$ cat src/rtl/conv_inst_sequencer.sv
// conv_inst_sequencer: drives the 34-bit core instruction word through one
// full weight-stationary convolution pass. The pass runs over KIJ kernel
// positions and is launched by a single start pulse.
// Every output is a flop loaded from the decode of the current FSM state.
// The externally visible word therefore trails the internal state by one
// cycle. This keeps inst glitch-free and lets the DRAIN write strobe
// follow the sampled ofifo_valid.
// Optional build macro SEQ_PERF_EN adds perf_cycles, a count of busy cycles.
// The inst field packing assumes ADDR_W = 11.
//
// state    | meaning
// ---------+------------------------------------------------------------
// IDLE     | waiting for start; idle word on inst
// W_RD     | ROW weight reads from xmem, l0_wr trails the read by one cycle
// W_FLUSH  | last weight write into L0
// W_LOAD   | LOAD_CYC cycles of load + l0_rd into the PE array
// X_RD     | NIJ activation reads from xmem, l0_wr trails by one cycle
// X_FLUSH  | last activation write into L0
// EXEC     | NIJ cycles of execute + l0_rd
// DRAIN    | one psum write to pmem per ofifo_valid, NIJ writes total
// DONE     | one-cycle completion, then back to IDLE
module conv_inst_sequencer #(
  parameter int ROW      = 8,
  parameter int COL      = 8,
  parameter int NIJ      = 36,
  parameter int KIJ      = 9,
  parameter int LOAD_CYC = ROW + COL,
  parameter int ADDR_W   = 11,
  parameter int W_BASE   = 0,
  parameter int X_BASE   = 1024,
  parameter int P_BASE   = 0
) (
  input  logic        clk,
  input  logic        reset,
  input  logic        start,
  input  logic        ofifo_valid,
  output logic [33:0] inst,
  output logic        busy,
  output logic        done
`ifdef SEQ_PERF_EN
  ,
  output logic [31:0] perf_cycles
`endif
);

  localparam int CNT_MAX = (ROW > LOAD_CYC) ? ((ROW > NIJ) ? ROW : NIJ)
                                            : ((LOAD_CYC > NIJ) ? LOAD_CYC : NIJ);
  localparam int CNT_W = $clog2(CNT_MAX + 1);
  localparam int KIJ_W = $clog2(KIJ + 1);

  localparam logic [CNT_W-1:0] ROW_LAST  = CNT_W'(ROW - 1);
  localparam logic [CNT_W-1:0] LOAD_LAST = CNT_W'(LOAD_CYC - 1);
  localparam logic [CNT_W-1:0] NIJ_LAST  = CNT_W'(NIJ - 1);
  localparam logic [KIJ_W-1:0] KIJ_LAST  = KIJ_W'(KIJ - 1);

  // CEN/WEN of both SRAMs high, everything else low.
  localparam logic [33:0] IDLE_WORD = (34'd1 << 32) | (34'd1 << 31) |
                                      (34'd1 << 19) | (34'd1 << 18);

  typedef enum logic [3:0] {
    S_IDLE, S_W_RD, S_W_FLUSH, S_W_LOAD, S_X_RD, S_X_FLUSH, S_EXEC, S_DRAIN, S_DONE
  } state_t;

  state_t              r_state, w_state_nxt;
  logic [CNT_W-1:0]    r_cnt, w_cnt_nxt;
  logic [KIJ_W-1:0]    r_kij, w_kij_nxt;
  logic [33:0]         r_inst, w_inst_nxt;
  logic                r_busy, w_busy_nxt;
  logic                r_done, w_done_nxt;
  logic                w_start_ok;

  logic                w_cen_p, w_wen_p, w_cen_x;
  logic [ADDR_W-1:0]   w_a_p, w_a_x;
  logic                w_ofifo_rd, w_l0_rd, w_l0_wr, w_exec, w_load;

  // The done cycle still counts as the tail of the pass, so start is
  // only taken from a quiet IDLE.
  assign w_start_ok = start && (r_state == S_IDLE) && !r_done;

  // State, counters and all output flops; reset aborts to the idle word.
  always_ff @(posedge clk or posedge reset) begin
    if (reset) begin
      r_state <= S_IDLE;
      r_cnt   <= '0;
      r_kij   <= '0;
      r_inst  <= IDLE_WORD;
      r_busy  <= 1'b0;
      r_done  <= 1'b0;
    end else begin
      r_state <= w_state_nxt;
      r_cnt   <= w_cnt_nxt;
      r_kij   <= w_kij_nxt;
      r_inst  <= w_inst_nxt;
      r_busy  <= w_busy_nxt;
      r_done  <= w_done_nxt;
    end
  end

  // Next-state transitions and decode of the instruction fields for the current state.
  always_comb begin
    w_state_nxt = r_state;
    w_cnt_nxt   = r_cnt;
    w_kij_nxt   = r_kij;
    w_busy_nxt  = 1'b1;
    w_done_nxt  = 1'b0;
    w_cen_p     = 1'b1;
    w_wen_p     = 1'b1;
    w_a_p       = '0;
    w_cen_x     = 1'b1;
    w_a_x       = '0;
    w_ofifo_rd  = 1'b0;
    w_l0_rd     = 1'b0;
    w_l0_wr     = 1'b0;
    w_exec      = 1'b0;
    w_load      = 1'b0;
    case (r_state)
      S_IDLE: begin
        w_busy_nxt = 1'b0;
        if (w_start_ok) begin
          w_state_nxt = S_W_RD;
          w_cnt_nxt   = '0;
          w_kij_nxt   = '0;
        end
      end
      S_W_RD: begin
        w_cen_x = 1'b0;
        w_a_x   = ADDR_W'(W_BASE) + ADDR_W'(r_kij) * ADDR_W'(ROW) + ADDR_W'(r_cnt);
        w_l0_wr = (r_cnt != '0);
        if (r_cnt == ROW_LAST) begin
          w_state_nxt = S_W_FLUSH;
          w_cnt_nxt   = '0;
        end else begin
          w_cnt_nxt = r_cnt + CNT_W'(1);
        end
      end
      S_W_FLUSH: begin
        w_l0_wr     = 1'b1;
        w_state_nxt = S_W_LOAD;
        w_cnt_nxt   = '0;
      end
      S_W_LOAD: begin
        w_load  = 1'b1;
        w_l0_rd = 1'b1;
        if (r_cnt == LOAD_LAST) begin
          w_state_nxt = S_X_RD;
          w_cnt_nxt   = '0;
        end else begin
          w_cnt_nxt = r_cnt + CNT_W'(1);
        end
      end
      S_X_RD: begin
        w_cen_x = 1'b0;
        w_a_x   = ADDR_W'(X_BASE) + ADDR_W'(r_cnt);
        w_l0_wr = (r_cnt != '0);
        if (r_cnt == NIJ_LAST) begin
          w_state_nxt = S_X_FLUSH;
          w_cnt_nxt   = '0;
        end else begin
          w_cnt_nxt = r_cnt + CNT_W'(1);
        end
      end
      S_X_FLUSH: begin
        w_l0_wr     = 1'b1;
        w_state_nxt = S_EXEC;
        w_cnt_nxt   = '0;
      end
      S_EXEC: begin
        w_exec  = 1'b1;
        w_l0_rd = 1'b1;
        if (r_cnt == NIJ_LAST) begin
          w_state_nxt = S_DRAIN;
          w_cnt_nxt   = '0;
        end else begin
          w_cnt_nxt = r_cnt + CNT_W'(1);
        end
      end
      S_DRAIN: begin
        // r_cnt is the psum write index within this kernel position.
        if (ofifo_valid) begin
          w_ofifo_rd = 1'b1;
          w_cen_p    = 1'b0;
          w_wen_p    = 1'b0;
          w_a_p      = ADDR_W'(P_BASE) + ADDR_W'(r_kij) * ADDR_W'(NIJ) + ADDR_W'(r_cnt);
          if (r_cnt == NIJ_LAST) begin
            w_cnt_nxt = '0;
            if (r_kij == KIJ_LAST) begin
              w_state_nxt = S_DONE;
            end else begin
              w_kij_nxt   = r_kij + KIJ_W'(1);
              w_state_nxt = S_W_RD;
            end
          end else begin
            w_cnt_nxt = r_cnt + CNT_W'(1);
          end
        end
      end
      S_DONE: begin
        w_busy_nxt  = 1'b0;
        w_done_nxt  = 1'b1;
        w_state_nxt = S_IDLE;
        w_cnt_nxt   = '0;
      end
      default: begin
        w_busy_nxt  = 1'b0;
        w_state_nxt = S_IDLE;
        w_cnt_nxt   = '0;
      end
    endcase
    // acc, ififo_wr, ififo_rd are never used; xmem is read-only.
    w_inst_nxt = {1'b0, w_cen_p, w_wen_p, w_a_p, w_cen_x, 1'b1, w_a_x,
                  w_ofifo_rd, 1'b0, 1'b0, w_l0_rd, w_l0_wr, w_exec, w_load};
  end

  assign inst = r_inst;
  assign busy = r_busy;
  assign done = r_done;

`ifdef SEQ_PERF_EN
  logic [31:0] r_perf;

  // Busy-cycle counter: cleared by an accepted start, frozen once the pass ends.
  always_ff @(posedge clk or posedge reset) begin
    if (reset) begin
      r_perf <= '0;
    end else if (w_start_ok) begin
      r_perf <= '0;
    end else if (r_busy) begin
      r_perf <= r_perf + 32'd1;
    end
  end

  assign perf_cycles = r_perf;
`endif

endmodule
$ cat config.mk
export PLATFORM = sky130hd
export DESIGN_NAME = conv_inst_sequencer
export DESIGN_NICKNAME = d
export VERILOG_FILES = /design/src/rtl/conv_inst_sequencer.sv
export SDC_FILE = /design/constraint.sdc
export NUM_CORES = 1
export LEC_CHECK = 0
export ABC_AREA = 1
export BUFFER_PORTS_ARGS = -buffer_cell sky130_fd_sc_hd__buf_2
export CAP_MARGIN = 15
export CORE_MARGIN = 2
export CORE_UTILIZATION = 45
export DETAILED_ROUTE_END_ITERATION = 10
export HOLD_SLACK_MARGIN = 0.1
export PLACE_DENSITY = 0.69
export SYNTH_ARGS = -nofsm -noshare
export SYNTH_HDL_FRONTEND = slang
export SYNTH_SLANG_ARGS = --single-unit
$ cat constraint.sdc
create_clock -name clk -period 1.94 [get_ports clk]
set_clock_uncertainty 0.15 [all_clocks]
set_input_delay 0.485 -clock clk [delete_from_list [all_inputs] [get_ports clk]]
set_output_delay 0.485 -clock clk [all_outputs]
set_load 0.02 [all_outputs]
==> results_dict.tcl, run 1 <==
set metrics [dict create \
    final_util 0.539 \
    antennaDiodeCount 0 \
    syn_area_um2 2310 \
    p_per_area_nw_per_um2 1150 \
    drt_iter0_drc 160 \
    clock_latency_ns 0.30 \
    yosys_register_bits 43 \
    ys_types 35 \
    fillers 456 \
    core_area_um2 5040 \
    synth-seq-area-share 0.466 \
    drive_gt1_frac 0.259 \
    fin_crit_ns 1.86 \
    fin_setup_tns_ns 0 \
    drtPass1Iterations 4 \
    worstPathArrival_ns 1.89 \
    grt_usage 0.167 \
    ys.flop_type "dfrtp_1" \
    dp_cells 371 \
    synth-compound-area-share 0.0660 \
    clock-sinks 43 \
    cts_setup_buffers 0 \
    hold_viol_final 0 \
    yosys.area.top_type "dfrtp_1" \
    rows 26 \
    seqPwrFrac 0.375 \
    die_y_um 75.7 \
    synthTopCellsByArea "dfrtp_1, nand2_1, ha_1" \
    first_global_vias 1539 \
    path_max_fanout 4 \
    leakage_uw 0.00142 \
    end_kind "flip-flop" \
    maxSlewViolCount 0 \
    area_growth_pct 17.5 \
    pre_cts_slack_ns -0.0655 \
    grt_overflow 0 \
    synthArstFlopShare 1.00 \
    clock-root-buffer "clkbuf_8" \
    die_x_um 75.7 \
    r2r_cells 7 \
    grt_max_degree 44 \
    synthMuxAreaShare 0 \
    critPathLaunchType "flip-flop" \
    synth_simple_gate_area_share 0.272 \
    stdcell_count 379 \
    p_comb_frac 0.396 \
    pwr-share-clk 0.229 \
    yosys_warnings 0 \
    ant_nets 0 \
    clk_pin_slew_worst_paths_ns 0.08 \
    start_util 0.459 \
    crit_path_max_incr_delay_ns 0.42 \
    fmax_mhz 539 \
    via_count 1819 \
    setup_ws_ns 0.0846 \
    r2r_slack_ns 0.08 \
    ir_drop_mv 0.736 \
    intPower_uw 1870 \
    cp_common_cell "ha_1" \
    setup_violations 0 \
    synth_top_family_by_area "simple AND/OR/NAND/NOR gates" \
    finalCritPeriodShare 0.956 \
    syn_avg_cell_area_um2 8.69 \
    wl_per_cell_um 11.7 \
    cts_htree_levels 2 \
    antenna_found_initial 0 \
    cts_tree "built" \
    drc 0 \
    synth-adder-area-share 0.0931 \
    slowest_stage "dfrtp_1" \
    tightestPinTransition_ns 0.518 \
    cp.required_ns 1.97 \
    viasPerCell 4.80 \
    switching_power_uw 1250 \
    routed_wirelength_um 4450 \
    routabilityCongestion 0.869 \
    critPathTopFamily "adder cells" \
    num_io_pins 40 \
    cp_cell_sequence "ha_1 > ha_1 > ha_4 > xnor2_1 > nor2_4 > a21oi_1 > nor2_1" \
    hold_class "in2async" \
    cts_buffer_depth 2 \
    synth_xor_area_frac 0.00758 \
    grt_first_pass_wirelength_um 7120 \
    timing.rr.end "inst[29]$_DFF_PP0_" \
    outcome "finished, final reports clean" \
    synth_enable_flop_cells 0 \
    slew_headroom 0.655 \
    io_buffers 33 \
    die-area_um2 5730 \
    postSynthCellCount 266 \
    nets 328 \
    synth_top_area_share 0.444 \
    path_class "reg2reg" \
    reg2reg_from "r_kij[0]$_DFFE_PP0P_" \
    cts-buffers-inserted 5 \
    finalPower_uw 3110 \
    worst-path-buf-inv 0 \
    drv_cap 0 \
    p_sw_frac 0.400 \
    hpwlAfterDp_um 3210 \
]
==> layout make-up <==
| type | instances | area [µm²] | share of cell area |
|---|---|---|---|
| sequential | 43 | 1080 | 0.397 |
| multi-input combinational | 183 | 1070 | 0.395 |
| timing repair buffer | 41 | 225 | 0.0829 |
| inverter | 34 | 135 | 0.0497 |
| tap | 70 | 87.6 | 0.0322 |
| clock buffer | 6 | 82.6 | 0.0304 |
| clock inverter | 2 | 35.0 | 0.0129 |
==> synth_stat cells (6+ instances only) <==
master   count
o21ai_0      6
inv_1       29
buf_4        8
o21ai_1      8
ha_1        14
nor2_1      31
nand3_1     23
a21oi_1      9
dfrtp_1     41
nand2_1     50
==> what timing repair did <==
| item | CTS | global route |
|---|---|---|
| endpoints found under the setup margin | 3 | 4 |
| hold buffers | 0 | 0 |
| resized for setup | 1 | 5 |
| hold endpoints to repair | 0 | 0 |
==> worst register-to-register path, delay by kind of cell, from the launching register on <==
| family | cells | cell delay (ns) |
|---|---|---|
| AOI/OAI and AO/OA | 1 | 0.16 |
| and+or+nand+nor | 2 | 0.12 |
| DFF | 1 | 0.42 |
| adders and majority gates | 3 | 0.62 |
| xor gates and xnor gates | 1 | 0.27 |
==> layout by cell type, fill, tap and decap left out, types with 5 or more instances in the layout <==
cell,n
dfrtp_1,41
nor2_1,30
o21ai_0,5
nand3_1,23
o21ai_1,8
nand2_1,50
buf_2,33
conb_1,6
inv_1,29
ha_1,12
clkbuf_8,6
a21oi_1,9
buf_4,8
==> kinds of logic after synthesis <==
logic type | count (synthesis)
AND/OR/NAND/NOR | 131
flip-flops | 43
buffers and inverters | 44
other | 2
AO/OA/AOI/OAI | 28
adder cells (fa/ha/maj) | 16
XOR/XNOR | 2
==> power groups by stage <==
stage / clock [µW] / combinational [µW] / sequential, µW
after floorplan: 0 / 851 / 1260
after global placement: 0 / 1200 / 1180
after detailed placement: 0 / 1210 / 1180
after CTS: 728 / 1210 / 1160
after global routing: 763 / 1380 / 1180
final: 713 / 1230 / 1170
==> metrics by stage <==
step / instance area (µm²) / hold WS, ns
CTS: 2680 / 0.187
floorplan: 2330 / 0.345
detailed placement: 2560 / 0.375
global placement: 2560 / 0.376
global route: 2720 / 0.215
finish: 2720 / 0.162
==> worst max path at each step <==
stage / cells past startpoint / slack, ns / startpoint / end
finish: 7 / 0.08 / r_kij[0]$_DFFE_PP0P_ / inst[29]$_DFF_PP0_
global route: 7 / -0.007 / r_kij[0]$_DFFE_PP0P_ / inst[30]$_DFF_PP0_
CTS: 7 / 0.02 / r_kij[0]$_DFFE_PP0P_ / inst[30]$_DFF_PP0_
detailed placement: 6 / -0.07 / r_kij[0]$_DFFE_PP0P_ / inst[30]$_DFF_PP0_
global placement: 7 / -0.008 / r_kij[0]$_DFFE_PP0P_ / inst[28]$_DFF_PP0_
floorplan: 7 / 0.06 / r_kij[0]$_DFFE_PP0P_ / inst[28]$_DFF_PP0_
==> sequential cells by signal, indices dropped and copies added, names as in the netlist <==
| register | cells |
|---|---|
| busy | 1 |
| r_state | 4 |
| r_cnt | 6 |
| done | 1 |
| r_kij | 4 |
| inst | 27 |
==> metal layers <==
layer | global-route usage | wire length [µm]
met1 | 0.223 | 2110
met4 | 0.0663 | 68
met3 | 0.0397 | 210
met2 | 0.265 | 2060
met5 | 0 | 0
Power figures use the tool's default switching activity.
==> run 2, diff against run 1 <==
Settings changed: PLACE_DENSITY 0.69 to 0.72.
==> results_dict.tcl, run 2 (synthesis gave the netlist of run 1 again) <==
set metrics [dict create \
    outcome "finished, final reports clean" \
    io_buffers 33 \
    dp_cells 371 \
    cp_common_cell "nand2_1" \
    drc 0 \
    antennaDiodeCount 0 \
    routed_wirelength_um 4660 \
    grt_overflow 0 \
    pwr-share-clk 0.186 \
    met2_usage 0.279 \
    leakage_uw 0.00141 \
    drt_iter0_drc 125 \
    grt-busiest-layer "met2" \
    maxSlewViolCount 0 \
    setup_violations 0 \
    hold_class "in2async" \
    final_cell_mix "nand2_1, dfrtp_1, buf_2" \
    end_kind "flip-flop" \
    clock-root-buffer "clkbuf_8" \
    cts-buffers-inserted 5 \
    grt_first_pass_wirelength_um 7490 \
    critPathLaunch "r_kij[0]$_DFFE_PP0P_" \
    finalCritPeriodShare 0.972 \
    critPathLaunchType "flip-flop" \
    placed_area_um2 2560 \
    viasPerCell 4.76 \
    seqPwrFrac 0.392 \
    p_per_area_nw_per_um2 1110 \
    critPathTopFamily "adder cells" \
    r2r_slack_ns 0.05 \
    ant_nets 0 \
    die-area_um2 5730 \
    clk_pin_slew_worst_paths_ns 0.08 \
    grt_usage 0.177 \
    wl_per_cell_um 12.3 \
    ir_drop_mv 0.552 \
    cp_cell_sequence "ha_1 > ha_4 > nand2_1 > o21ai_2 > nand2_1 > nand2_1 > nor2_1" \
    fin_area_um2 2690 \
    fmax_mhz 530 \
    num_io_pins 40 \
    largest_reg_flops 27 \
    use_met3 0.0608 \
    stdcell_count 380 \
    drive_gt1_frac 0.265 \
    fin_crit_ns 1.89 \
    start_util 0.459 \
    switching_power_uw 1260 \
    clock_latency_ns 0.30 \
    slowest_stage "dfrtp_1" \
    grt_max_degree 44 \
    core_area_um2 5040 \
    nets 329 \
    final_util 0.534 \
    drv_cap 0 \
    cts_htree_levels 2 \
    cts_buffer_depth 2 \
    reg2reg_from "r_kij[0]$_DFFE_PP0P_" \
    via_count 1808 \
    first_global_vias 1600 \
    r2r_cells 7 \
    slew_headroom 0.646 \
    die_y_um 75.7 \
    die_x_um 75.7 \
    worstPathArrival_ns 1.93 \
    clock-sinks 43 \
    tightestPinTransition_ns 0.531 \
    path_max_fanout 5 \
    cp.required_ns 1.98 \
    setup_ws_ns 0.0549 \
    crit_path_max_incr_delay_ns 0.44 \
    worst-path-buf-inv 0 \
    routabilityCongestion 0.887 \
    final_common_cell "nand2_1" \
    intPower_uw 1720 \
    whs_ns 0.150 \
    p_sw_frac 0.423 \
    hpwlAfterDp_um 3350 \
    regArea_um2 1080 \
    hold_viol_final 0 \
    drtPass1Iterations 4 \
    rows 26 \
    globalRouteMet1Util 0.230 \
    fillers 473 \
    multiInputGateArea_um2 1080 \
    pre_cts_slack_ns -0.0733 \
    cts_tree "built" \
    area_growth_pct 16.5 \
    p_comb_frac 0.423 \
    timing.rr.end "inst[28]$_DFF_PP0_" \
    path_class "reg2reg" \
    antenna_found_initial 0 \
]
[run 2: how the worst max path moves through the flow]
stage / cells past startpoint / slack (ns) / endpoint
6_report: 7 / 0.05 / inst[28]$_DFF_PP0_
5_1_grt: 7 / -0.02 / inst[28]$_DFF_PP0_
4_1_cts: 7 / 0.03 / inst[28]$_DFF_PP0_
3_5_place_dp: 7 / -0.07 / inst[28]$_DFF_PP0_
3_3_place_gp: 7 / -0.02 / inst[28]$_DFF_PP0_
2_1_floorplan: 7 / 0.06 / inst[28]$_DFF_PP0_
[run 2: layout make-up]
| cell class | instances | share of cell area |
|---|---|---|
| clock buffers | 7 | 0.0283 |
| clock inverters | 1 | 0.00186 |
| inverters | 34 | 0.0502 |
| multi-input cells | 183 | 0.400 |
| flip-flops and latches | 43 | 0.401 |
| well taps | 70 | 0.0325 |
| repair buffers | 42 | 0.0864 |
[run 2: metal layers]
| layer | wire length [µm] | vias to the layer above | part of all wire |
|---|---|---|---|
| met2 | 2270 | 40 | 0.49 |
| li1 | - | 926 | - |
| met1 | 2090 | 836 | 0.45 |
| met5 | 0 | - | 0 |
| met3 | 229 | 6 | 0.049 |
| met4 | 65 | 0 | 0.014 |
[run 2: what timing repair did]
item	CTS	global route
resized for setup	1	8
pin swaps	0	2
setup endpoints to repair	3	4
hold buffers	0	0
buffers inserted	0	1
[run 2: worst min-delay path, stage by stage]
cell	delay (ns)
buf_2	0.10
inv_1	0.04
buf_4	0.44
[run 2: stage by stage]
| stage | TNS [ns] | power, µW |
|---|---|---|
| after floorplan | 0 | 2110 |
| after global placement | -0.0274 | 2370 |
| after detailed placement | -0.152 | 2400 |
| after CTS | 0 | 2950 |
| after global routing | -0.0442 | 3190 |
| final | 0 | 2980 |
[run 2: power groups by stage]
stage	sequential [µW]	clock (µW)	combinational, µW
after CTS	1170	566	1220
final	1170	553	1260
after global placement	1180	0	1200
after global routing	1180	596	1410
after floorplan	1260	0	851
after detailed placement	1180	0	1220
